## config.mk

```make
export PLATFORM = sky130hd
export DESIGN_NAME = execute_stage_mc
export DESIGN_NICKNAME = d
export VERILOG_FILES = /design/src/rtl/execute_stage_mc.sv
export SDC_FILE = /design/constraint.sdc
export NUM_CORES = 1
export LEC_CHECK = 0
export BUFFER_PORTS_ARGS = -buffer_cell sky130_fd_sc_hd__buf_2
export CAP_MARGIN = 0
export CELL_PAD_IN_SITES_DETAIL_PLACEMENT = 1
export CELL_PAD_IN_SITES_GLOBAL_PLACEMENT = 1
export CORE_MARGIN = 2
export CORE_UTILIZATION = 45
export CTS_CLUSTER_DIAMETER = 60
export DETAILED_ROUTE_END_ITERATION = 6
export PLACE_DENSITY = 0.88
export REMOVE_ABC_BUFFERS = 1
export SYNTH_ARGS = -nofsm -noshare
export SYNTH_HDL_FRONTEND = slang
export SYNTH_SLANG_ARGS = --single-unit
```

## constraint.sdc

```tcl
create_clock -name clock -period 8.87 [get_ports clock]
set_input_delay 0.4435 -clock clock [delete_from_list [all_inputs] [get_ports clock]]
set_output_delay 0.4435 -clock clock [all_outputs]
set_load 0.005 [all_outputs]
```

## src/rtl/execute_stage_mc.sv

```systemverilog
// Multi-cycle execute stage with built-in EX/MEM register.
// Single-cycle ALU ops retire in one edge; mul runs an iterative shift-add over N = DATA_W/BPC edges.
module execute_stage_mc #(
    parameter int unsigned DATA_W = 32,
    parameter int unsigned BPC    = 1,
    parameter int unsigned REG_AW = 5
) (
    input  logic              clock,
    input  logic              reset,
    input  logic              in_valid,
    input  logic [DATA_W-1:0] read_data1,
    input  logic [DATA_W-1:0] read_data2,
    input  logic [DATA_W-1:0] immediate,
    input  logic              alu_src,
    input  logic              reg_dst,
    input  logic [1:0]        alu_op,
    input  logic              mem_write_in,
    input  logic              mem_read_in,
    input  logic              mem_to_reg_in,
    input  logic              reg_write_in,
    input  logic [REG_AW-1:0] rt,
    input  logic [REG_AW-1:0] rd,
    input  logic [DATA_W-1:0] mem_data,
    input  logic [DATA_W-1:0] wb_data,
    input  logic [1:0]        fwd_a,
    input  logic [1:0]        fwd_b,
    input  logic              flush,
    output logic              ex_busy,
    output logic              ex_mem_valid,
    output logic [DATA_W-1:0] ex_mem_alu_result,
    output logic [DATA_W-1:0] ex_mem_write_data,
    output logic [REG_AW-1:0] ex_mem_write_reg,
    output logic              ex_mem_mem_write,
    output logic              ex_mem_mem_read,
    output logic              ex_mem_mem_to_reg,
    output logic              ex_mem_reg_write
);

    localparam int unsigned N     = DATA_W / BPC;
    localparam int unsigned CNT_W = (N > 1) ? $clog2(N) : 1;
    localparam logic [CNT_W-1:0] LAST = CNT_W'(N - 1);

    localparam logic [5:0] F_ADD  = 6'h20;
    localparam logic [5:0] F_SUB  = 6'h22;
    localparam logic [5:0] F_AND  = 6'h24;
    localparam logic [5:0] F_OR   = 6'h25;
    localparam logic [5:0] F_SLT  = 6'h2a;
    localparam logic [5:0] F_SLTU = 6'h2b;
    localparam logic [5:0] F_MUL  = 6'h18;

    typedef enum logic {IDLE, MUL} state_t;

    state_t              state, state_n;
    logic [CNT_W-1:0]    count, count_n;
    logic [DATA_W-1:0]   mul_a, mul_a_n;
    logic [DATA_W-1:0]   mul_b, mul_b_n;
    logic [DATA_W-1:0]   acc, acc_n;
    logic [REG_AW-1:0]   mul_wreg, mul_wreg_n;
    logic [3:0]          mul_ctrl, mul_ctrl_n;

    logic                valid_n;
    logic [DATA_W-1:0]   result_n;
    logic [DATA_W-1:0]   wdata_n;
    logic [REG_AW-1:0]   wreg_n;
    logic [3:0]          ctrl_n;

    logic [DATA_W-1:0]   op_a, fwd_b_val, op_b, alu_res, pp_sum;
    logic [REG_AW-1:0]   write_reg;
    logic [3:0]          ctrl_in;
    logic [5:0]          funct;
    logic                is_mul;

    assign funct     = immediate[5:0];
    assign write_reg = reg_dst ? rd : rt;
    assign ctrl_in   = {mem_write_in, mem_read_in, mem_to_reg_in, reg_write_in};
    assign is_mul    = (alu_op == 2'b10) && (funct == F_MUL);
    assign op_b      = alu_src ? immediate : fwd_b_val;

    // Forwarding muxes; code 11 falls back to the register value.
    always_comb begin
        case (fwd_a)
            2'b01:   op_a = wb_data;
            2'b10:   op_a = mem_data;
            default: op_a = read_data1;
        endcase
        case (fwd_b)
            2'b01:   fwd_b_val = wb_data;
            2'b10:   fwd_b_val = mem_data;
            default: fwd_b_val = read_data2;
        endcase
    end

    // Single-cycle ALU; mul is handled by the iterative path.
    always_comb begin
        alu_res = '0;
        case (alu_op)
            2'b00: alu_res = op_a + op_b;
            2'b01: alu_res = op_a - op_b;
            2'b11: alu_res = op_a & op_b;
            default: begin
                case (funct)
                    F_ADD:   alu_res = op_a + op_b;
                    F_SUB:   alu_res = op_a - op_b;
                    F_AND:   alu_res = op_a & op_b;
                    F_OR:    alu_res = op_a | op_b;
                    F_SLT:   alu_res = DATA_W'($signed(op_a) < $signed(op_b));
                    F_SLTU:  alu_res = DATA_W'(op_a < op_b);
                    default: alu_res = '0;
                endcase
            end
        endcase
    end

    // BPC partial products folded into the accumulator per cycle.
    always_comb begin
        pp_sum = acc;
        for (int j = 0; j < int'(BPC); j++) begin
            if (mul_b[j]) pp_sum = pp_sum + (mul_a << j);
        end
    end

    // Next-state, EX/MEM next values and the stall request.
    always_comb begin
        state_n    = state;
        count_n    = count;
        mul_a_n    = mul_a;
        mul_b_n    = mul_b;
        acc_n      = acc;
        mul_wreg_n = mul_wreg;
        mul_ctrl_n = mul_ctrl;
        valid_n    = 1'b0;
        ctrl_n     = 4'b0;
        result_n   = ex_mem_alu_result;
        wdata_n    = ex_mem_write_data;
        wreg_n     = ex_mem_write_reg;
        ex_busy    = 1'b0;

        if (flush) begin
            state_n = IDLE;
            count_n = '0;
        end else begin
            case (state)
                IDLE: begin
                    if (in_valid && is_mul) begin
                        ex_busy    = 1'b1;
                        state_n    = MUL;
                        count_n    = '0;
                        acc_n      = '0;
                        mul_a_n    = op_a;
                        mul_b_n    = fwd_b_val;
                        mul_wreg_n = write_reg;
                        mul_ctrl_n = ctrl_in;
                    end else begin
                        result_n = alu_res;
                        wdata_n  = fwd_b_val;
                        wreg_n   = write_reg;
                        valid_n  = in_valid;
                        ctrl_n   = in_valid ? ctrl_in : 4'b0;
                    end
                end
                MUL: begin
                    ex_busy = (count != LAST);
                    acc_n   = pp_sum;
                    mul_a_n = mul_a << BPC;
                    mul_b_n = mul_b >> BPC;
                    count_n = count + CNT_W'(1);
                    if (count == LAST) begin
                        state_n  = IDLE;
                        count_n  = '0;
                        result_n = pp_sum;
                        wreg_n   = mul_wreg;
                        ctrl_n   = mul_ctrl;
                        valid_n  = 1'b1;
                    end
                end
                default: state_n = IDLE;
            endcase
        end
    end

    always_ff @(posedge clock) begin
        if (reset) begin
            state             <= IDLE;
            count             <= '0;
            mul_a             <= '0;
            mul_b             <= '0;
            acc               <= '0;
            mul_wreg          <= '0;
            mul_ctrl          <= '0;
            ex_mem_valid      <= 1'b0;
            ex_mem_alu_result <= '0;
            ex_mem_write_data <= '0;
            ex_mem_write_reg  <= '0;
            ex_mem_mem_write  <= 1'b0;
            ex_mem_mem_read   <= 1'b0;
            ex_mem_mem_to_reg <= 1'b0;
            ex_mem_reg_write  <= 1'b0;
        end else begin
            state             <= state_n;
            count             <= count_n;
            mul_a             <= mul_a_n;
            mul_b             <= mul_b_n;
            acc               <= acc_n;
            mul_wreg          <= mul_wreg_n;
            mul_ctrl          <= mul_ctrl_n;
            ex_mem_valid      <= valid_n;
            ex_mem_alu_result <= result_n;
            ex_mem_write_data <= wdata_n;
            ex_mem_write_reg  <= wreg_n;
            ex_mem_mem_write  <= ctrl_n[3];
            ex_mem_mem_read   <= ctrl_n[2];
            ex_mem_mem_to_reg <= ctrl_n[1];
            ex_mem_reg_write  <= ctrl_n[0];
        end
    end

endmodule

```

Word-level counts from Yosys, hierarchy flattened
Cells that the tools add are included.

word-level totals
  bits in registers = 185
  input bits = 186
  output and inout port bits = 75
  logic and storage cells = 87

operators by class
  add/subtract/negate cells = 4
  magnitude comparators = 2
  equal/unequal tests = 19
  mux-type cells = 34
  bitwise logic cells = 5
  reductions and logical operators = 8

operators with widths
  kind                   number
  $pmux W32 S2           6
  $mux W32               7
  $pmux W32 S6           1
  $pmux W32 S3           1
  $add A32 B32 Y32       2
  $lt A32 B32 Y1         2
  $eq A6 B6 Y1 const B   6
  $and A32 B32 Y32       1
  $or A32 B32 Y32        1
  $sub A32 B32 Y32       1
  $mux W5                5
  $pmux W5 S2            2
  $mux W4                3
  $reduce_and A3 Y1      3
  $eq A2 B2 Y1 const B   4
  $pmux W4 S2            1
  $eq A2 B1 Y1 const B   3
  $eq A6 B5 Y1 const B   1
  $pmux W1 S2            3
  $add A5 B1 Y5 const B  1
  $eq A5 B5 Y1 const B   1
  $mux W1                5
  $ne A5 B5 Y1 const B   1
  $ne A2 B2 Y1 const B   2
  6 further kinds        9

Longest topological paths before layout
  depth in word-level cells = 8
  depth in mapped cells = 20
  mapped depth without buffers = 19

Worst setup path before layout
No wires, ideal clock.

  path type = input port to flip-flop
  start point = input port fwd_b[0]
  end point = register ex_mem_alu_result[24]
  library setup time = 0.078 ns
  arrival time = 4.241 ns
  required time = 8.792 ns
  slack = 4.552 ns
  stages = 19
  buffers on the path = 2
  path through = inv_1 > ha_1 > clkbuf_1 > buf_1 > a21oi_1 > o21ai_0 > ha_1 > inv_1 > fa_1 > and2b_1 > o211ai_1 > a31oi_2 > a41o_2 > a31oi_4 > o21ai_2 > a31o_2 > xnor2_1 > o221a_1 > nor3_1

on the way
  longest elaborated chain between the ends = 8
  elaborated cells between the ends (all ways) = 12

RTL lines
  what                                                 line     RTL
  start: declaration                                   26       input logic [1:0] fwd_b,
  $eq A2 B2 Y1 / $eq A2 B1 Y1 (equally long branches)  86       case (fwd_b)
  $pmux W32 S2 (*)                                     86
  $mux W32 (*)                                         77       assign op_b = alu_src ? immediate : fwd_b_val;
  $sub A32 B32 Y32, or another cell as far along       98, 103
  $pmux W32 S6                                         101      case (funct)
  $pmux W32 S3 (*)                                     96       case (alu_op)
  $mux W32 (*)                                         144      if (in_valid && is_mul) begin
  $pmux W32 S2 (*)                                     142      case (state)
  end signal: assignment                               207      ex_mem_alu_result <= result_n;
  end: declaration                                     30       output logic [DATA_W-1:0] ex_mem_alu_result,

Every way passes the cells marked *; elsewhere a longest branch is shown, timed or not. The select of a mux whose other input is x is not followed.
A chain may end at the register's enable or synchronous reset.

Worst setup path in the final report
Same ends and word-level chain as after synthesis.

==> results.ini <==
[sta]
fin_crit_sh_pct=59.4
rsz0062_at_grt=no
period_needed_ps=5270
tns_ps=0
setup_violations=0
relSlewSlack_pct=20.4
finalWorstSetupSlack_ps=3600
tightest_slew_ps=1190
slew_violations=0
finClkSkew_ps=10.6
hold_viol_final=0
clock.fmax_mhz=190

[logic_synthesis]
synth_edf_count=0
ys.flop_type=dfxtp_1
postSynthAreaPerCell_sq_um=7.12
ys_seq_area_share_pct=22.2
synthArstFlopShare_pct=0
netlist.area_leader.share_pct=22.2
synth_common_cells=nor2_1, a21oi_1, dfxtp_1, nand2_1, ha_1
ys_ff_latch=185
yosysMostFrequentCell=nor2_1
synthesis.area_sq_um=16700
yosys.cell_types.count=102
netlist_top_cells_area=dfxtp_1, ha_1, nor2_1, a21oi_1, a211oi_1
yosys.area.top_type=dfxtp_1
yosysWarnings=0
synthCells=2342

[worst_setup_path]
cp.arrival_ps=5610
reg2reg_slack_ps=4720
worstSetupEndpointType=register
startpoint_type=input port
critPathRequiredTime_ps=9210
setup.worst_path.class=in -> reg
cp_max_fo=32

[pwr]
power.share.sequential_pct=31.1
p_leak_uw=0.00806
p_sw_uw=1160
switching_share_pct=41.3
intPower_uw=1660
powerDensity_nw_per_um2=150
clock_power_share_pct=29.5
totalPowerFinal_uw=2820
comb_power_share_pct=39.4
worst_ir_drop_vdd_uv=145

[route]
drtPass1Iterations=5
drt_wl_total_um=71400
routed_via_density=6.35
ant_nets=0
wl_per_cell_um=24.1
drc=0
drt_iter0_markers=1425
num_vias=18815

[die]
rows=70
io_pins=261
dieWidth_um=196
core_sq_um=36500
die_area_sq_um=38600
die_h_um=196
start_util_pct=45.6

[hold_path]
hold_class=in -> reg

[layout]
nFillCells=4805
multi_input_area_sq_um=11900
area.sequential_sq_um=3710
fin_nets=2805
area_delta_synth_final_pct=12.4
diodes=0
fin_cells=2961
drive_gt1_share_pct=16.1

[clocking]
cts_num_sinks=185
worstSkewPairLatency_ps=470
cts_hold_buf=0
cts_made_buffers=17
cts_tree=built
post_cts_resized=0
cts.path.max_buffers=2
postCtsSetupBuffers=0
htreeDepth=4
cts_root_buf=clkbuf_16
path_clk_slew_ps=80

[placement]
gp_congestion=1.00
portBuffers=260
dp_cells=2929
dp_slack_ps=3260
hpwl_um=53200

[global_routing]
antenna_found_initial=1
grt_overflow=0
grt_usage_pct=36.5
grt_pass1_vias=18940
grt_start_max_net_pins=89
grt_pass1_wl_um=110000

[status]
outcome=complete, no violations

[flow_run]
max-cap-violations=0

-- worst max-delay path, stage by stage --
cell and delay (ps):
buf_2 110, inv_1 60, ha_2 720, a22oi_1 190, nor2_1 120, a21oi_1 110
o21ai_0 450, ha_1 360, inv_1 100, fa_1 490, and2b_1 260, o211ai_1 130
a31oi_2 330, a41o_2 360, a31oi_4 130, o21ai_2 360, a31o_2 230, xnor2_1 110
o221a_1 410, nor3_1 110
-- cell usage in the layout (no fill, tap or decap), drive strengths merged, types with 56 or more instances in the layout --
master  netlist  layout
o21ai       120     120
buf          51     287
ha          136     136
a211oi       97      97
nor2        424     424
a21oi       254     254
xnor2        56      56
dfxtp       185     185
nor3         95      95
a22oi        90      90
nand2       158     158
inv         117     122
-- metrics by stage --
stage                     instance area [sq um]  utilization, %  hold WS (ps)
final                                     18700            51.3           253
after global placement                    18100            49.6           440
after floorplan                           16000               -           438
after detailed placement                  18100            49.6           447
after global routing                      18700            51.3           245
after CTS                                 18700            51.3           231
-- logic make-up after synthesis --
| family | synth area share (%) |
|---|---|
| compound gates | 32.7 |
| simple gates | 21.1 |
| buf+inv | 6.64 |
| flops | 22.2 |
| fa+ha+maj | 10.6 |
| xor+xnor | 3.78 |
| mux | 2.97 |
-- path summary, 6_finish.rpt --
kind | cells past startpoint | start | end
worst max-delay path | 20 | fwd_b[0] | ex_mem_alu_result[24]
worst max register to register | 12 | count[0] | ex_mem_alu_result[20]
worst min-delay path | 3 | mem_read_in | mul_ctrl[2]
worst min register to register | 2 | ex_mem_alu_result[4] | ex_mem_alu_result[4]
-- final cells by class --
| cell class | instances | share of cell area [%] |
|---|---|---|
| clock buffer | 19 | 2.42 |
| clock inverter | 13 | 0.842 |
| inverter | 117 | 2.34 |
| multi-input combinational | 1872 | 63.4 |
| sequential | 185 | 19.8 |
| tap | 468 | 3.13 |
| timing repair buffer | 287 | 8.04 |
-- power by group through the flow --
stage          logic (uW)  clock network [uW]  registers (uW)
4_1_cts              1080                 837             876
3_3_place_gp         1050                   0             894
5_1_grt              1200                 875             878
2_1_floorplan         684                   0             891
3_5_place_dp         1070                   0             895
6_report             1110                 832             876
-- routing by layer --
metal	track usage [%]	routed length, um	share of wire [%]	vias to the layer above
met4	12.5	2340	3.3	2
met2	57.4	31400	44	736
met5	0	18	0.025	-
met3	8.42	6040	8.5	130
li1	-	-	-	8689
met1	49.2	31600	44	9258
(Power assumes the default switching activity.)
